`config.mk`:
```
export PLATFORM = sky130hd
export DESIGN_NAME = multiword_add_ctrl
export DESIGN_NICKNAME = d
export VERILOG_FILES = /design/src/rtl/multiword_add_ctrl.sv
export SDC_FILE = /design/constraint.sdc
export NUM_CORES = 1
export LEC_CHECK = 0
export BUFFER_PORTS_ARGS = -buffer_cell sky130_fd_sc_hd__clkbuf_2
export CORE_AREA = 2 2 80 82
export DETAILED_ROUTE_END_ITERATION = 10
export DIE_AREA = 0 0 82 84
export PLACE_DENSITY = 0.74
export SYNTH_ARGS = -nofsm -noshare
export SYNTH_HDL_FRONTEND = slang
export SYNTH_SLANG_ARGS = --single-unit
```
`constraint.sdc`:
```
create_clock -name clk -period 1.4 [get_ports clk]
set_clock_uncertainty 0.15 [all_clocks]
set_input_delay 0.21 -clock clk [delete_from_list [all_inputs] [get_ports clk]]
set_output_delay 0.21 -clock clk [all_outputs]
set_load 0.005 [all_outputs]
```
`src/rtl/multiword_add_ctrl.sv`:
```
// Wide add/subtract sequencer: runs one external N-bit adder slice over WORDS
// cycles, LS word first, feeding the registered carry-out back as carry-in.
module multiword_add_ctrl #(
  parameter int N     = 4,
  parameter int WORDS = 4
) (
  input  logic                 clk,
  input  logic                 rst,
  input  logic                 start,
  input  logic                 sub,
  input  logic                 cin,
  input  logic [N*WORDS-1:0]   a,
  input  logic [N*WORDS-1:0]   b,
  output logic                 busy,
  output logic                 done,
  output logic [N*WORDS-1:0]   sum,
  output logic                 cout,
  output logic                 overflow,
  output logic [N-1:0]         add_x,
  output logic [N-1:0]         add_y,
  output logic                 add_cin,
  input  logic [N-1:0]         add_s,
  input  logic                 add_cout
);

  localparam int W  = N * WORDS;
  localparam int CW = (WORDS > 1) ? $clog2(WORDS) : 1;

  typedef enum logic [1:0] {
    IDLE = 2'd0,
    RUN  = 2'd1,
    DONE = 2'd2
  } state_t;

  state_t          state_q, state_d;
  logic [W-1:0]    a_sh_q, a_sh_d;
  logic [W-1:0]    b_sh_q, b_sh_d;
  logic [W-1:0]    acc_q, acc_d;
  logic            carry_q, carry_d;
  logic [CW-1:0]   cnt_q, cnt_d;
  logic [W-1:0]    sum_q, sum_d;
  logic            cout_q, cout_d;
  logic            ovf_q, ovf_d;

  logic [W-1:0]    s_top;
  logic [W-1:0]    acc_next;
  logic            last_word;

  // The adder result enters the top word while older words shift down, so
  // after WORDS steps the LS word has reached bit 0.
  always_comb begin
    s_top            = '0;
    s_top[W-1 -: N]  = add_s;
    acc_next         = (acc_q >> N) | s_top;
    last_word        = (cnt_q == CW'(WORDS - 1));
  end

  always_comb begin
    state_d = state_q;
    a_sh_d  = a_sh_q;
    b_sh_d  = b_sh_q;
    acc_d   = acc_q;
    carry_d = carry_q;
    cnt_d   = cnt_q;
    sum_d   = sum_q;
    cout_d  = cout_q;
    ovf_d   = ovf_q;
    busy    = 1'b0;
    done    = 1'b0;
    add_x   = '0;
    add_y   = '0;
    add_cin = 1'b0;

    unique case (state_q)
      IDLE: begin
        if (start) begin
          a_sh_d  = a;
          b_sh_d  = sub ? ~b : b;
          carry_d = sub ? 1'b1 : cin;
          cnt_d   = '0;
          state_d = RUN;
        end
      end
      RUN: begin
        busy    = 1'b1;
        add_x   = a_sh_q[N-1:0];
        add_y   = b_sh_q[N-1:0];
        add_cin = carry_q;
        a_sh_d  = a_sh_q >> N;
        b_sh_d  = b_sh_q >> N;
        acc_d   = acc_next;
        carry_d = add_cout;
        cnt_d   = cnt_q + 1'b1;
        if (last_word) begin
          state_d = DONE;
          sum_d   = acc_next;
          cout_d  = add_cout;
          // Sign bits of the MS word operands are the full-width sign bits.
          ovf_d   = (a_sh_q[N-1] == b_sh_q[N-1]) && (add_s[N-1] != a_sh_q[N-1]);
        end
      end
      DONE: begin
        done    = 1'b1;
        state_d = IDLE;
      end
      default: state_d = IDLE;
    endcase
  end

  always_ff @(posedge clk) begin
    if (rst) begin
      state_q <= IDLE;
      a_sh_q  <= '0;
      b_sh_q  <= '0;
      acc_q   <= '0;
      carry_q <= 1'b0;
      cnt_q   <= '0;
      sum_q   <= '0;
      cout_q  <= 1'b0;
      ovf_q   <= 1'b0;
    end else begin
      state_q <= state_d;
      a_sh_q  <= a_sh_d;
      b_sh_q  <= b_sh_d;
      acc_q   <= acc_d;
      carry_q <= carry_d;
      cnt_q   <= cnt_d;
      sum_q   <= sum_d;
      cout_q  <= cout_d;
      ovf_q   <= ovf_d;
    end
  end

  assign sum      = sum_q;
  assign cout     = cout_q;
  assign overflow = ovf_q;

endmodule
```
[Word level (Yosys, flattened, before mapping)]
Cells that the tools add are included.
Storage, ports and cells
  input port bits: 42
  word-level logic and storage cells: 43
  register bits after elaboration: 71
  output and inout bits: 29
Cells by class
  add/subtract/negate cells: 1
  bitwise gates (word level): 2
  reduce and logical (&&, ||, !) cells: 6
  multiplexer cells: 18
  equality and inequality tests: 7
Operators by type and width (count)
  one-hot mux 16 bit (2 select lines): 2
  two-way mux 16 bit: 3
  inverter 16 bit: 1
  bitwise OR 12 x 16 -> 16 bit: 1
  two-way mux 4 bit: 2
  one-hot mux 2 bit (2 select lines): 2
  two-way mux 2 bit: 3
  AND reduction 2 bit: 3
  two-way mux 1 bit: 5
  equality test 2 bit (second input constant): 2
  != test 2 bit (second input constant): 2
  adder 2 x 1 -> 2 bit (second input constant): 1
  equality test 2 x 1 -> 1 bit (second input constant): 1
  zero test 2 bit: 1
  one-hot mux 1 bit (2 select lines): 1
  nonzero test 2 bit: 1
  equality test 1 bit: 1
  logical AND 1 bit: 1
  != test 1 bit: 1

[Longest topological paths before layout]
Gate-level depths: netlist of the first run.
  depth in word-level cells: 4
  mapped depth: 7
  depth with buffers taken out: 4

[Worst setup path after synthesis of the first run]
OpenSTA, ideal clock, no wires.
  path kind: reg2reg
  start: register state_q[1]
  end: register b_sh_q[10]
  stages on the path, launching flop included: 6
  setup slack: -0.093 ns
  period minus slack after synthesis: 1.493 ns
  setup time: 0.122 ns
  arrival time: 1.221 ns
  data required time: 1.128 ns
  path buffers: 2
  cell sequence: dfxtp_1 > o21ba_2 > buf_6 > nor2_2 > buf_6 > a221o_2
On the way
  cells in the longest elaborated chain, start to end: 3
RTL lines
  from (decl): RTL line 35  | state_t state_q, state_d;
  from (signal assigned): RTL line 122  | state_q <= state_d;
  equality test 2 x 1 -> 1 bit / zero test 2 bit (equally long branches): RTL line 74  | unique case (state_q)
  nonzero test 2 bit (no source line) / != test 2 bit (equally long branches)
  AND reduction 2 bit (no source line)
  to (signal assigned): RTL line 124  | b_sh_q <= b_sh_d;
  to (decl): RTL line 37  | logic [W-1:0] b_sh_q, b_sh_d;
Parallel ways exist; a longest one is shown, timed or not.
A chain may end at the register's enable or synchronous reset.

[Worst setup path in the final report of the first run]
  start: register state_q[1]
  end: output port add_x[2]
On the way
  cells in the longest elaborated chain, start to end: 2
RTL lines
  equality test 2 x 1 -> 1 bit: RTL line 74
  two-way mux 4 bit: RTL line 74
  to (decl): RTL line 19  | output logic [N-1:0] add_x,
No other way between the ends.

==> results of run 1 <==
sequential cells by signal, indices dropped and copies added, names as in the netlist:
name      cells
acc_q        12
cnt_q         2
b_sh_q       16
a_sh_q       16
cout          1
state_q       2
sum          16
carry_q       1
overflow      1
cell usage after synthesis, types with 2 or more instances:
| cell | n |
|---|---|
| mux2i_1 | 13 |
| a221o_2 | 9 |
| a211oi_1 | 13 |
| buf_4 | 6 |
| and3b_1 | 2 |
| dfxtp_1 | 67 |
| o21ai_0 | 2 |
| nor2_1 | 39 |
| a21oi_1 | 31 |
| and2_1 | 9 |
| inv_1 | 2 |
| a221o_1 | 3 |
| xnor2_1 | 16 |
| nand2_1 | 60 |
| buf_6 | 3 |
| a22oi_1 | 4 |
| buf_2 | 5 |
| clkbuf_1 | 10 |
| a2111oi_0 | 4 |
cell type report:
cell class / count / area share [%]
clock buffers: 12 / 3.64
repair buffers: 115 / 20.6
flip-flops and latches: 67 / 31.6
well taps: 77 / 2.26
inverters: 2 / 0.469
clock inverters: 2 / 1.41
multi-input cells: 219 / 40.0
metal layers:
metal  vias up  share of wire [%]  global-route usage [%]
met1      1332                 44                    24.4
met5         -                  0                       0
met4         0                2.5                    7.88
li1       1274                  -                       -
met3        22                4.5                    6.06
met2        83                 49                    29.8
cells by family after synthesis:
family          count (synthesis)
simple gates                  118
compound gates                 69
flops                          67
buf+inv                        26
xor+xnor                       16
mux                            13
fa+ha+maj                       1
power by group through the flow:
stage | Combinational, mW | Sequential (mW) | Clock (mW)
detailed placement | 0.493 | 2.10 | 0
floorplan | 0.333 | 2.09 | 0
global route | 0.829 | 2.09 | 1.86
CTS | 0.561 | 2.06 | 1.78
global placement | 0.484 | 2.10 | 0
finish | 0.771 | 2.08 | 1.77
worst max path at each step:
stage               slack (ns)       start  depth (start not counted)          to
global placement         -0.16  state_q[0]                          3   b_sh_q[7]
global route             -0.25  state_q[1]                          4    add_x[2]
detailed placement       -0.23  state_q[0]                          3  b_sh_q[11]
floorplan                -0.05  state_q[1]                          5  b_sh_q[10]
finish                   -0.20  state_q[1]                          4    add_x[2]
CTS                      -0.23  state_q[1]                          5    add_x[3]
worst register-to-register path: stages, from the launching register on:
cell and delay, ns:
dfxtp_4 0.35, buf_6 0.14, o21ba_4 0.34, nor2_4 0.10
a221o_2 0.40
stage by stage:
stage                     power, mW  utilization, %  setup TNS [ns]  worst slack [ns]  hold WS, ns
after floorplan                2.42               -          -0.445           -0.0474        0.196
after global placement         2.58            53.9           -2.40            -0.164        0.294
after detailed placement       2.60            53.9           -4.32            -0.225        0.294
after CTS                      4.40            60.6           -4.52            -0.228       0.0365
after global routing           4.78            70.0           -7.73            -0.249       0.0401
final                          4.62            70.0           -4.82            -0.199       0.0455
what timing repair did:
item	in CTS	in global routing
pin swaps	6	65
endpoints found under the hold margin	13	0
gates resized for setup	21	108
cloned	1	7
setup buffers	3	12
hold buffers	9	0
setup endpoints to repair	62	56
==> results.yml, run 1 <==
global_routing:
  grt-ovfl-total: 0
  grt_max_degree: 36
  grt_util_all_layers_pct: 19.2
  grt_pass1_wl_um: 10200
  antenna_found_initial: 0
  grt_pass1_vias: 2287
sta:
  slew_headroom_pct: 71.3
  max_clock_freq_mhz: 626
  worst_pin_slew_ns: 0.430
  fin_ws_ns: -0.199
  hold_viol: 0
  rsz0062_at_grt: "yes"
  period_share_pct: 114
  maxSlewViolCount: 0
  final-setup-viol-count: 58
  fin_crit_ns: 1.60
synth:
  ys_seq_elements: 67
  synth_largest_area_cell: "dfxtp_1"
  synth-seq-area-share_pct: 48.2
  synthSimpleGateAreaFrac_pct: 18.8
  synthTopCellsByArea: "dfxtp_1 48%, nand2_1 8.1%, a21oi_1 5.6%"
  synthesis.area_um2: 2780
  synthAdderAreaFrac_pct: 0.450
  yosysTopAreaCellShare_pct: 48.2
  synth.area.mux_share_pct: 4.68
  syn_nets: 353
  synth_top_family_by_area: "simple AND/OR/NAND/NOR gates"
  syn_area_per_cell_um2: 8.97
  yosysWarnings: 0
  ys.flop_type: "dfxtp_1"
  ys_async_sr_fraction_pct: 0
  synth_compound_area_share_pct: 17.5
  postSynthCellCount: 310
  synth-xor-area-share_pct: 5.04
  synth_cell_type_count: 31
  synth-edff-count: 0
pwr:
  clkPwrFrac_pct: 38.2
  switchingPower_mw: 1.15
  swShare_pct: 24.8
  vdd_drop_max_uv: 756
  p_leak_nw: 1.81
  power_frac_comb_pct: 16.7
  power_density_nw_per_um2: 1080
  internal_power_mw: 3.47
  power_frac_seq_pct: 45.1
die:
  ios: 71
  design.die.area_um2: 6890
  die_y_um: 84
  die_w_um: 82
  rows: 29
  start_util_pct: 45.6
  core_region_area_um2: 6100
setup_path:
  crit_type: "flop to output pin"
  worstPathArrival_ns: 1.24
  r2r-end: "b_sh_q[11]"
  reg2regPathDepth: 4
  crit_path_start_kind: "flop"
  reg2reg_from: "state_q[1]"
  slowest_delay_ns: 0.36
  required_ns: 1.04
  critPathMaxFanout: 13
  worst-path-buf-inv: 2
  crit_family: "flip-flops"
  cp_slowest_cell: "dfxtp_4"
  path_cells: "nand2b_4 > clkinv_8 > and2_1 > clkbuf_2"
  cp-end-kind: "output pin"
  reg2reg_setup_slack_ns: -0.18
place:
  postPlaceCellArea_um2: 3290
  placedCellCount: 452
  portBuffers: 70
  gp_congestion: 0.756
  dp_hpwl_um: 4140
final_layout:
  multi_input_area_um2: 1710
  antenna_cells_inserted: 0
  final_area_um2: 4270
  num-fill-cells: 451
  final_common_cell: "clkbuf_2"
  drive_gt1_share_pct: 50.6
  layout.nets: 457
  seqCellArea_um2: 1350
  area_growth_pct: 53.5
  finalNonFillerCells: 494
  final_cell_mix: "69 x clkbuf_2, 65 x dfxtp_1, 50 x nand2_1"
drt:
  avgViaCountPerCell: 5.49
  ant_nets: 0
  drt_first_pass_iters: 5
  wl_um: 8040
  num_vias: 2711
  routedWlPerCell_um: 16.3
  drcViolationCount: 0
  drtIter0Drc: 165
worst_hold_path:
  worstHoldPathCells: 3
  hold_class: "input pin to flop"
  whs_endpoint: "b_sh_q[12]"
  min_from: "b[12]"
clock_network:
  clk_pin_slew_ns: 0.06
  cts_buffers: 9
  htree_levels: 3
  cts.path.max_buffers: 2
  cts.sinks: 67
  clk_latency_ns: 0.34
  cts_tree: "done"
  clock-root-buffer: "clkbuf_8"
run_status:
  violations: "setup timing"
  status: "finished with violations"
run:
  max_cap_violations: 0
Power figures use the tool's default switching activity.
==> run 2: changes to the inputs <==
RECOVER_POWER = 50   (was unset)
==> run 2 against run 1 <==
- register-to-register slack about the same
- via count decreased by 1.9%
- die area unchanged
- non-clock buffer count unchanged
- largest power group unchanged
- the flow still finishes with violations (setup timing)
- critical endpoint unchanged
- highest routed layer unchanged
- critical path depth unchanged
- cell area decreased by 0.18%
- largest cell class unchanged
- combinational power about the same
==> results.yml, run 2 (same netlist as run 1, synthesis figures left out) <==
die:
  die_y_um: 84
  ios: 71
  rows: 29
  design.die.area_um2: 6890
  core_region_area_um2: 6100
  start_util_pct: 45.6
  die_w_um: 82
drt:
  routedWlPerCell_um: 16.2
  drt_first_pass_iters: 4
  drcViolationCount: 0
  avgViaCountPerCell: 5.38
  ant_nets: 0
  num_vias: 2659
  drtIter0Drc: 182
  wl_um: 7990
sta:
  maxSlewViolCount: 0
  hold_viol: 0
  rsz0062_at_grt: "yes"
  period_share_pct: 114
  worst_pin_slew_ns: 0.433
  holdWs_ns: 0.0507
  fin_ws_ns: -0.200
  fin_crit_ns: 1.60
  max_clock_freq_mhz: 625
  final-setup-viol-count: 58
  slew_headroom_pct: 71.1
final_layout:
  multi_input_area_um2: 1710
  area_growth_pct: 53.2
  final_common_cell: "dfxtp_1"
  layout.nets: 457
  final_cell_mix: "65 x dfxtp_1, 63 x clkbuf_2, 50 x nand2_1"
  num-fill-cells: 453
  drive_gt1_share_pct: 49.2
  seqCellArea_um2: 1350
  antenna_cells_inserted: 0
setup_path:
  crit_family: "flip-flops"
  required_ns: 1.04
  crit_path_start_kind: "flop"
  crit_type: "flop to output pin"
  cp.depth: 4
  reg2regPathDepth: 4
  cp_slowest_cell: "dfxtp_4"
  path_cells: "nand2b_4 > clkinv_8 > and2_1 > clkbuf_2"
  critPathMaxFanout: 13
  cp-end-kind: "output pin"
  worst-path-buf-inv: 2
  worstPathArrival_ns: 1.24
  slowest_delay_ns: 0.36
clock_network:
  clock-root-buffer: "clkbuf_8"
  cts.sinks: 67
  cts_buffers: 9
  clk_pin_slew_ns: 0.06
  cts_tree: "done"
  cts.path.max_buffers: 2
  htree_levels: 3
  clk_latency_ns: 0.34
place:
  gp_congestion: 0.756
  dp_slack_ns: -0.225
  dp_hpwl_um: 4140
  portBuffers: 70
global_routing:
  grt_util_all_layers_pct: 19.2
  antenna_found_initial: 0
  grt_pass1_wl_um: 10200
  grt_pass1_vias: 2287
  grt_max_degree: 36
  grt-ovfl-total: 0
pwr:
  vdd_drop_max_uv: 754
  power_density_nw_per_um2: 1080
  p_leak_nw: 1.79
run_status:
  status: "finished with violations"
  violations: "setup timing"
run:
  max_cap_violations: 0
worst_hold_path:
  worstHoldPathCells: 3
  hold_class: "input pin to flop"
==> run 2: cell count changes in the layout (fill, tap and decap cells not counted) <==
cell	previous run	this run
clkbuf_1	1	7
clkbuf_2	69	63
==> run 2: what timing repair did <==
action | CTS | global route
hold buffers | 9 | 0
resized for setup | 21 | 108
hold endpoints to repair | 13 | 0
endpoints found under the setup margin | 62 | 56
pin swaps | 6 | 65
gates cloned | 1 | 7
buffers inserted | 3 | 12
==> run 2: path summary, 6_finish.rpt <==
kind                                  from          to  slack, ns
worst max register to register  state_q[1]  b_sh_q[11]      -0.18
worst min register to register     sum[14]     sum[14]       0.31
worst min-delay path                 b[12]  b_sh_q[12]       0.05
worst max-delay path            state_q[1]    add_x[2]      -0.20
==> run 2: where the power goes <==
| group | switching (mW) | internal, mW | leakage [nW] |
|---|---|---|---|
| sequential | 0.0790 | 2.00 | 0.549 |
| clock | 0.680 | 1.08 | 0.109 |
| combinational | 0.381 | 0.389 | 1.13 |
| total | 1.14 | 3.47 | 1.79 |
==> run 2: per-layer routing <==
| metal | vias to the layer above | part of all wire (%) | track usage, % |
|---|---|---|---|
| met4 | 0 | 2.4 | 7.88 |
| met3 | 18 | 5.0 | 6.06 |
| met5 | - | 0 | 0 |
| met2 | 80 | 50 | 29.8 |
| li1 | 1271 | - | - |
| met1 | 1290 | 43 | 24.4 |
==> run 2: area by class of cell <==
type	count	share of cell area, %
Timing Repair Buffer	115	20.5
Clock buffer	12	3.64
Tap cell	77	2.26
Clock inverter	2	1.41
Inverter	2	0.470
Multi-Input combinational cell	219	40.1
Sequential cell	67	31.7
==> run 2: through the flow <==
stage          cells  power (mW)  instance area (µm²)  setup TNS, ns  utilization [%]
2_1_floorplan    310        2.42                 2790         -0.445                -
3_3_place_gp     452        2.58                 3290          -2.40             53.9
3_5_place_dp     452        2.60                 3290          -4.32             53.9
4_1_cts          479        4.40                 3690          -4.52             60.6
5_1_grt          494        4.78                 4260          -7.73             69.9
6_report         494        4.61                 4260          -4.78             69.9
==> run 2: worst register-to-register path: stages (launching register included) <==
cell     delay, ns
dfxtp_4       0.35
buf_6         0.14
o21ba_4       0.34
nor2_4        0.10
a221o_2       0.40
